`src/rtl/cp0_unit.sv`:
```
// Coprocessor-0 exception/interrupt controller at the M stage: SR, Cause, EPC, PRId.
// req and cp0_rdata are combinational; state updates one edge later. No flow control.
module cp0_unit #(
    parameter logic [31:0] PRID    = 32'h2025_0001,
    parameter int          HWINT_W = 6
) (
    input  logic               clk,
    input  logic               rst_n,
    input  logic               en,
    input  logic [4:0]         cp0_addr,
    input  logic [31:0]        cp0_wdata,
    output logic [31:0]        cp0_rdata,
    input  logic [31:0]        vpc,
    input  logic               bd_in,
    input  logic [4:0]         exc_code_in,
    input  logic [HWINT_W-1:0] hw_int,
    input  logic               exl_clr,
    output logic [31:0]        epc_out,
    output logic               req
);

    localparam logic [4:0] ADDR_SR    = 5'd12;
    localparam logic [4:0] ADDR_CAUSE = 5'd13;
    localparam logic [4:0] ADDR_EPC   = 5'd14;
    localparam logic [4:0] ADDR_PRID  = 5'd15;

    logic [HWINT_W-1:0] r_im;
    logic               r_exl;
    logic               r_ie;
    logic               r_bd;
    logic [HWINT_W-1:0] r_ip;
    logic [4:0]         r_exc_code;
    logic [29:0]        r_epc;

    logic               w_int_req;
    logic               w_exc_req;
    logic               w_req;
    logic [31:0]        w_epc_next;
    logic [31:0]        w_sr;
    logic [31:0]        w_cause;
    logic               w_wr_sr;
    logic               w_wr_epc;
    logic               w_unused_bits;

    assign w_int_req = (|(hw_int & r_im)) & r_ie & ~r_exl;
    assign w_exc_req = (exc_code_in != 5'd0) & ~r_exl;
    assign w_req     = w_int_req | w_exc_req;
    assign req       = w_req;

    // A delay-slot victim restarts at the branch so the branch is re-executed.
    assign w_epc_next = bd_in ? (vpc - 32'd4) : vpc;

    assign w_wr_sr  = en && (cp0_addr == ADDR_SR);
    assign w_wr_epc = en && (cp0_addr == ADDR_EPC);

    assign w_sr    = {16'd0, r_im, 8'd0, r_exl, r_ie};
    assign w_cause = {r_bd, 15'd0, r_ip, 3'd0, r_exc_code, 2'd0};
    assign epc_out = {r_epc, 2'b00};

    assign w_unused_bits = ^{w_epc_next[1:0], cp0_wdata[31:16], cp0_wdata[9:2]};

    always_comb begin
        cp0_rdata = 32'd0;
        case (cp0_addr)
            ADDR_SR:    cp0_rdata = w_sr;
            ADDR_CAUSE: cp0_rdata = w_cause;
            ADDR_EPC:   cp0_rdata = epc_out;
            ADDR_PRID:  cp0_rdata = PRID;
            default:    cp0_rdata = 32'd0;
        endcase
    end

    always_ff @(posedge clk or negedge rst_n) begin
        if (!rst_n) begin
            r_im       <= '0;
            r_exl      <= 1'b0;
            r_ie       <= 1'b0;
            r_bd       <= 1'b0;
            r_ip       <= '0;
            r_exc_code <= 5'd0;
            r_epc      <= 30'd0;
        end else begin
            r_ip <= hw_int;
            if (w_req) begin
                // Entry wins over any concurrent mtc0 or eret.
                r_exl      <= 1'b1;
                r_bd       <= bd_in;
                r_exc_code <= w_int_req ? 5'd0 : exc_code_in;
                r_epc      <= w_epc_next[31:2];
            end else begin
                if (w_wr_sr) begin
                    r_im  <= cp0_wdata[15:10];
                    r_ie  <= cp0_wdata[0];
                    r_exl <= cp0_wdata[1] & ~exl_clr;
                end else if (exl_clr) begin
                    r_exl <= 1'b0;
                end
                if (w_wr_epc) begin
                    r_epc <= cp0_wdata[31:2];
                end
            end
        end
    end

endmodule

```
`config.mk`:
```
export PLATFORM = sky130hd
export DESIGN_NAME = cp0_unit
export DESIGN_NICKNAME = d
export VERILOG_FILES = /design/src/rtl/cp0_unit.sv
export SDC_FILE = /design/constraint.sdc
export NUM_CORES = 1
export LEC_CHECK = 0
export CORE_AREA = 2 2 75 106
export DETAILED_ROUTE_END_ITERATION = 6
export DIE_AREA = 0 0 77 108
export PLACE_DENSITY_LB_ADDON = 0.08
export SYNTH_ARGS = -nofsm -noshare
export SYNTH_HDL_FRONTEND = slang
export SYNTH_SLANG_ARGS = --single-unit
```
`constraint.sdc`:
```
create_clock -name clk -period 3.48 [get_ports clk]
set_clock_uncertainty 0.15 [all_clocks]
set_input_delay 0.696 -clock clk [delete_from_list [all_inputs] [get_ports clk]]
set_output_delay 0.696 -clock clk [all_outputs]
set_load 0.02 [all_outputs]
```
### Word level (Yosys, flattened, before mapping)

Cells that the tools add are included.

| cells by class | value |
|---|---|
| mux-type cells | 8 |
| $add $sub $neg | 1 |
| equal/unequal tests | 4 |
| bitwise operators | 9 |
| reductions and logical operators | 7 |

Operators by type and width:

| operator | count |
|---|---|
| 32-bit one-hot mux with 4 select lines | 1 |
| 30-bit 2-to-1 mux | 2 |
| 32-bit 2-to-1 mux | 1 |
| 32-bit by 3-bit subtractor with 32-bit output, second input constant | 1 |
| 5-bit by 4-bit equality test with 1-bit output, second input constant | 4 |
| 6-bit bitwise AND | 1 |
| 6-bit OR reduction | 1 |
| 5-bit 2-to-1 mux | 1 |
| 5-bit nonzero test | 1 |
| 1-bit bitwise AND | 4 |
| 1-bit 2-to-1 mux | 3 |
| 1-bit inverter | 3 |
| 3-bit nonzero test | 1 |
| 1-bit logical AND | 2 |
| 2-bit AND reduction | 1 |
| 2-bit nonzero test | 1 |
| 1-bit bitwise OR | 1 |

| word-level totals | value |
|---|---|
| flip-flop bits (word level) | 50 |
| output and inout bits | 65 |
| input bits | 85 |
| logic and storage cells | 36 |

### Logic depth before layout (Yosys ltp)

Gate-level depths: netlist (run 1).

| logic depth | value |
|---|---|
| depth in word-level cells | 7 |
| gate-level depth with buffers | 8 |
| depth with buffers taken out | 6 |

### Worst setup path before layout (run 1)

OpenSTA, ideal clock, no wires.

| timing path | value |
|---|---|
| path kind | input to output |
| start point | in exc_code_in[1] |
| end point | out req |
| setup slack | 0.730 ns |
| arrival | 1.904 ns |
| buffers on the path | 2 |
| stages | 6 |
| path through | or4_1 -> nor2_1 -> a21o_1 -> buf_2 -> inv_2 -> clkbuf_1 |

| between the ends | value |
|---|---|
| cells in the longest elaborated chain, start to end | 3 |

Ends and longest elaborated chain:

| what | RTL line | source |
|---|---|---|
| start: declaration | 15 | `input logic [4:0] exc_code_in,` |
| 5-bit nonzero test | 46 | `assign w_exc_req = (exc_code_in != 5'd0) & ~r_exl;` |
| 1-bit bitwise AND | 46 |  |
| 1-bit bitwise OR | 47 | `assign w_req = w_int_req \| w_exc_req;` |
| end: declaration | 19 | `output logic req` |

Every way passes these cells.

### Worst setup path after layout (run 1)

| timing path | value |
|---|---|
| start point | in cp0_addr[2] |
| end point | out cp0_rdata[7] |

| between the ends | value |
|---|---|
| cells in the longest elaborated chain, start to end | 2 |
| elaborated cells between the ends (all ways) | 5 |
| those cells by class | 4 x eq/ne; 1 x mux |

Ends and longest elaborated chain:

| what | RTL line | source |
|---|---|---|
| start: declaration | 10 | `input logic [4:0] cp0_addr,` |
| 5-bit by 4-bit equality test with 1-bit output | 64 | `case (cp0_addr)` |
| 32-bit one-hot mux with 4 select lines (*) | 64 |  |
| end: declaration | 12 | `output logic [31:0] cp0_rdata,` |

Mark *: on every way between the ends. The rest lies on a longest branch, timed or not.

==> run_results.csv, run 1 <==
group,metric,value,unit
pwr,p_sw,1.10,mW
floorplanning,io_pins,150,
timing,period_minus_slack,3.32,ns
timing,timing.fmax,301,MHz
timing,tightest_slew,0.655,ns
worst_setup_path,cp.arrival,2.47,ns
pwr,switching_share,38.7,%
global_route,grt_pass1_vias,3241,
global_route,grt_max_degree,60,
pwr,p_clk_share,14.6,%
synth,synth_ff_type,"dfrtp_1",
timing,layout_setup_ws,0.159,ns
worst_setup_path,setup.worst_path.start_class,"input port",
pwr,peakVddDrop,0.323,mV
worst_setup_path,path_class,"input port to output pin",
timing,drv_slew,0,
worst_setup_path,crit_path_end_kind,"output pin",
worst_setup_path,cpMostUsedCell,"clkdlybuf4s50_1",
clock_network,hold_buffers,0,
global_route,grt_first_pass_wirelength,16.0,mm
worst_setup_path,cp-startpoint,"cp0_addr[2]",
clock_network,clk_pin_slew,0.08,ns
pwr,pwr-share-comb,50.4,%
clock_network,h-tree-depth,2,
synth,synth-edff-count,0,
timing,slew_headroom,56.3,%
worst_hold_path,hp-class,"flip-flop to flip-flop",
timing,tns,0,ns
global_route,grt_overflow,0,
worst_hold_path,holdCritStartpoint,"r_exc_code[1]",
worst_setup_path,path_max_fanout,14,
synth,syn_area,3250,sq um
route,drt_iter0_drc,150,
worst_setup_path,crit_chain,"clkdlybuf4s50_1 -> and3b_1 -> buf_4 -> and3_1 -> clkdlybuf4s50_1",
floorplanning,die_area,8320,sq um
synth,ys_seq_area_share,38.5,%
final_layout,area_growth,52.9,%
synth,synth_area_leaders,"dfrtp_1 39%, xnor2_1 6.5%, a211oi_1 5.1%",
pwr,p_per_area,573,nW/um^2
synth,yosysTopAreaCellShare,38.5,%
clock_network,cts_tree,"yes",
placed_design,gp_congestion,0.778,
route,via_count,3178,
floorplanning,chipWidth,77,um
clock_network,clock_latency,0.31,ns
global_route,grt_usage,24.3,%
synth,syn_avg_cell_area,9.17,sq um
synth,syn-instance-count,354,
clock_network,numCtsBuffers,5,
flow_run,maxCapViolCount,0,
route,ant_nets,0,
timing,rsz0062_at_grt,"no",
synth,ys_warn_count,0,
worst_hold_path,whs_endpoint,"r_exc_code[1]",
floorplanning,start_util,44.4,%
worst_setup_path,worstPathRequired,2.63,ns
worst_setup_path,ff2ff_setup_slack,1.11,ns
route,wl_per_cell,16.3,um
placed_design,dp_hpwl,7.19,mm
timing,finalHoldViolCount,0,
global_route,antenna_found_initial,0,
outcome,run_status,"complete, no violations",
worst_setup_path,crit_path_max_incr_delay,0.61,ns
route,routed_wirelength,9.71,mm
clock_network,cts_max_path_buffers,2,
synth,synth_commonest_cells,"50 x dfrtp_1, 37 x nor2_1, 29 x a21oi_1",
final_layout,utilization,67.9,%
worst_setup_path,r2r_end,"r_im[5]",
pwr,p_int,1.74,mW
floorplanning,rows,37,
synth,synth_cell_type_count,47,
floorplanning,core,7310,sq um
synth,yosysMostFrequentCell,"dfrtp_1",
clock_network,clkSinkCount,50,
synth,yosysTopAreaCell,"dfrtp_1",
synth,async_reset_ff_share,100,%
placed_design,place_ws,0.0978,ns
worst_setup_path,ff2ff_path_depth,6,
final_layout,drive_above_1_share,9.24,%
worst_hold_path,whs_path_depth,2,
route,drc_errors,0,
worst_setup_path,r2r_start,"r_im[0]",
worst_setup_path,slowest_stage,"clkdlybuf4s50_1",
pwr,seq_power_share,34.9,%
floorplanning,die_h,108,um
clock_network,clockRootBuffer,"clkbuf_8",
pwr,leakage,1.91,nW
route,drt_first_pass_iters,4,
final_layout,antenna_cells,0,
placed_design,port_buffers,145,
final_layout,fin_nets,583,
route,drt-vias-per-instance,5.34,
timing,period_share,95.4,%
timing,finalSetupViolCount,0,
synth,yosys_register_bits,50,
==> worst max path at each step <==
| stage | cells after the start | endpoint |
|---|---|---|
| floorplan | 6 | req |
| global placement | 6 | req |
| detailed placement | 6 | req |
| CTS | 6 | req |
| global route | 7 | cp0_rdata[31] |
| finish | 5 | cp0_rdata[7] |
==> logic make-up (layout without fill, tap and decap cells) <==
kind of cell | count (synthesis) | in the layout | synth area share, %
adders and majority gates | 1 | 1 | 0.385
muxes | 22 | 22 | 7.86
and+or+nand+nor | 149 | 149 | 26.4
other | 1 | 2 | 0.115
buffers and inverters | 28 | 171 | 3.81
xor gates and xnor gates | 28 | 28 | 7.55
DFF | 50 | 50 | 38.5
AOI/OAI and AO/OA | 75 | 75 | 15.3
==> repair_timing <==
action                                 CTS  global route
setup endpoints to repair                0             1
buffers inserted                         0             0
resized for setup                        0             1
endpoints found under the hold margin    0             0
==> flip-flops by register name (all words and copies together), names as in the netlist <==
name,flops
r_exc_code,5
r_ip,6
r_ie,1
r_bd,1
r_im,6
r_exl,1
r_epc,30
==> final cells by class <==
class / count / area (sq um)
Tap cell: 97 / 121
Inverter: 4 / 15.0
Clock buffer: 5 / 68.8
Sequential cell: 50 / 1250
Timing Repair Buffer: 159 / 1590
Fill cell: 662 / 2350
Clock inverter: 3 / 40.0
Multi-Input combinational cell: 277 / 1880
==> critical path: cells and delay by family <==
family | cells | cell delay (ns)
buf+inv | 3 | 1.32
simple gates | 2 | 0.45
==> routing by layer <==
metal  wire, um  vias to the layer above  GRT usage [%]  part of all wire [%]
met3        645                       19           5.26                   6.6
li1           -                     1547              -                     -
met1       3970                     1494           29.4                    41
met2       4850                      118           42.3                    50
met5          0                        -              0                     0
met4        246                        0           9.44                   2.5
==> cell usage in the layout, fill, tap and decap left out, types with 5 or more instances in the layout <==
master	count
mux2_4	7
clkbuf_8	5
nor2_1	37
nor3_1	7
a22oi_1	6
clkdlybuf4s50_1	143
nand2_1	26
and3_1	15
buf_4	11
a21oi_1	29
nor4_1	9
dfrtp_1	50
mux2i_1	15
a211oi_1	22
nand3_1	5
xnor2_1	24
nor2b_1	24
o21ai_0	8
==> power groups by stage <==
stage                     Clock (mW)  Sequential [mW]  Combinational [mW]
after floorplan                    0             1.18               0.596
after global placement             0            0.995                1.42
after detailed placement           0             1.00                1.44
after CTS                      0.432            0.995                1.45
after global routing           0.452             1.03                1.56
final                          0.416            0.993                1.43
==> through the flow <==
step                      hold slack (ns)  cell area, sq um  total power, mW  instances
after floorplan                     0.250              3250             1.78        355
after global placement              0.303              4850             2.42        587
after detailed placement            0.308              4850             2.44        587
after CTS                           0.328              4960             2.88        595
after global routing                0.349              4960             3.04        595
final                               0.322              4960             2.84        595
No activity file was read; power rests on OpenSTA's default activity.
==> run 2: changes to the inputs <==
--- a/config.mk
+++ b/config.mk
@@ -12,3 +12,4 @@
 export SYNTH_ARGS = -nofsm -noshare
 export SYNTH_HDL_FRONTEND = slang
 export SYNTH_SLANG_ARGS = --single-unit
+export TNS_END_PERCENT = 100
==> results of run 2 <==
No change in the layout: final DEF, timing and power equal those of run 1.
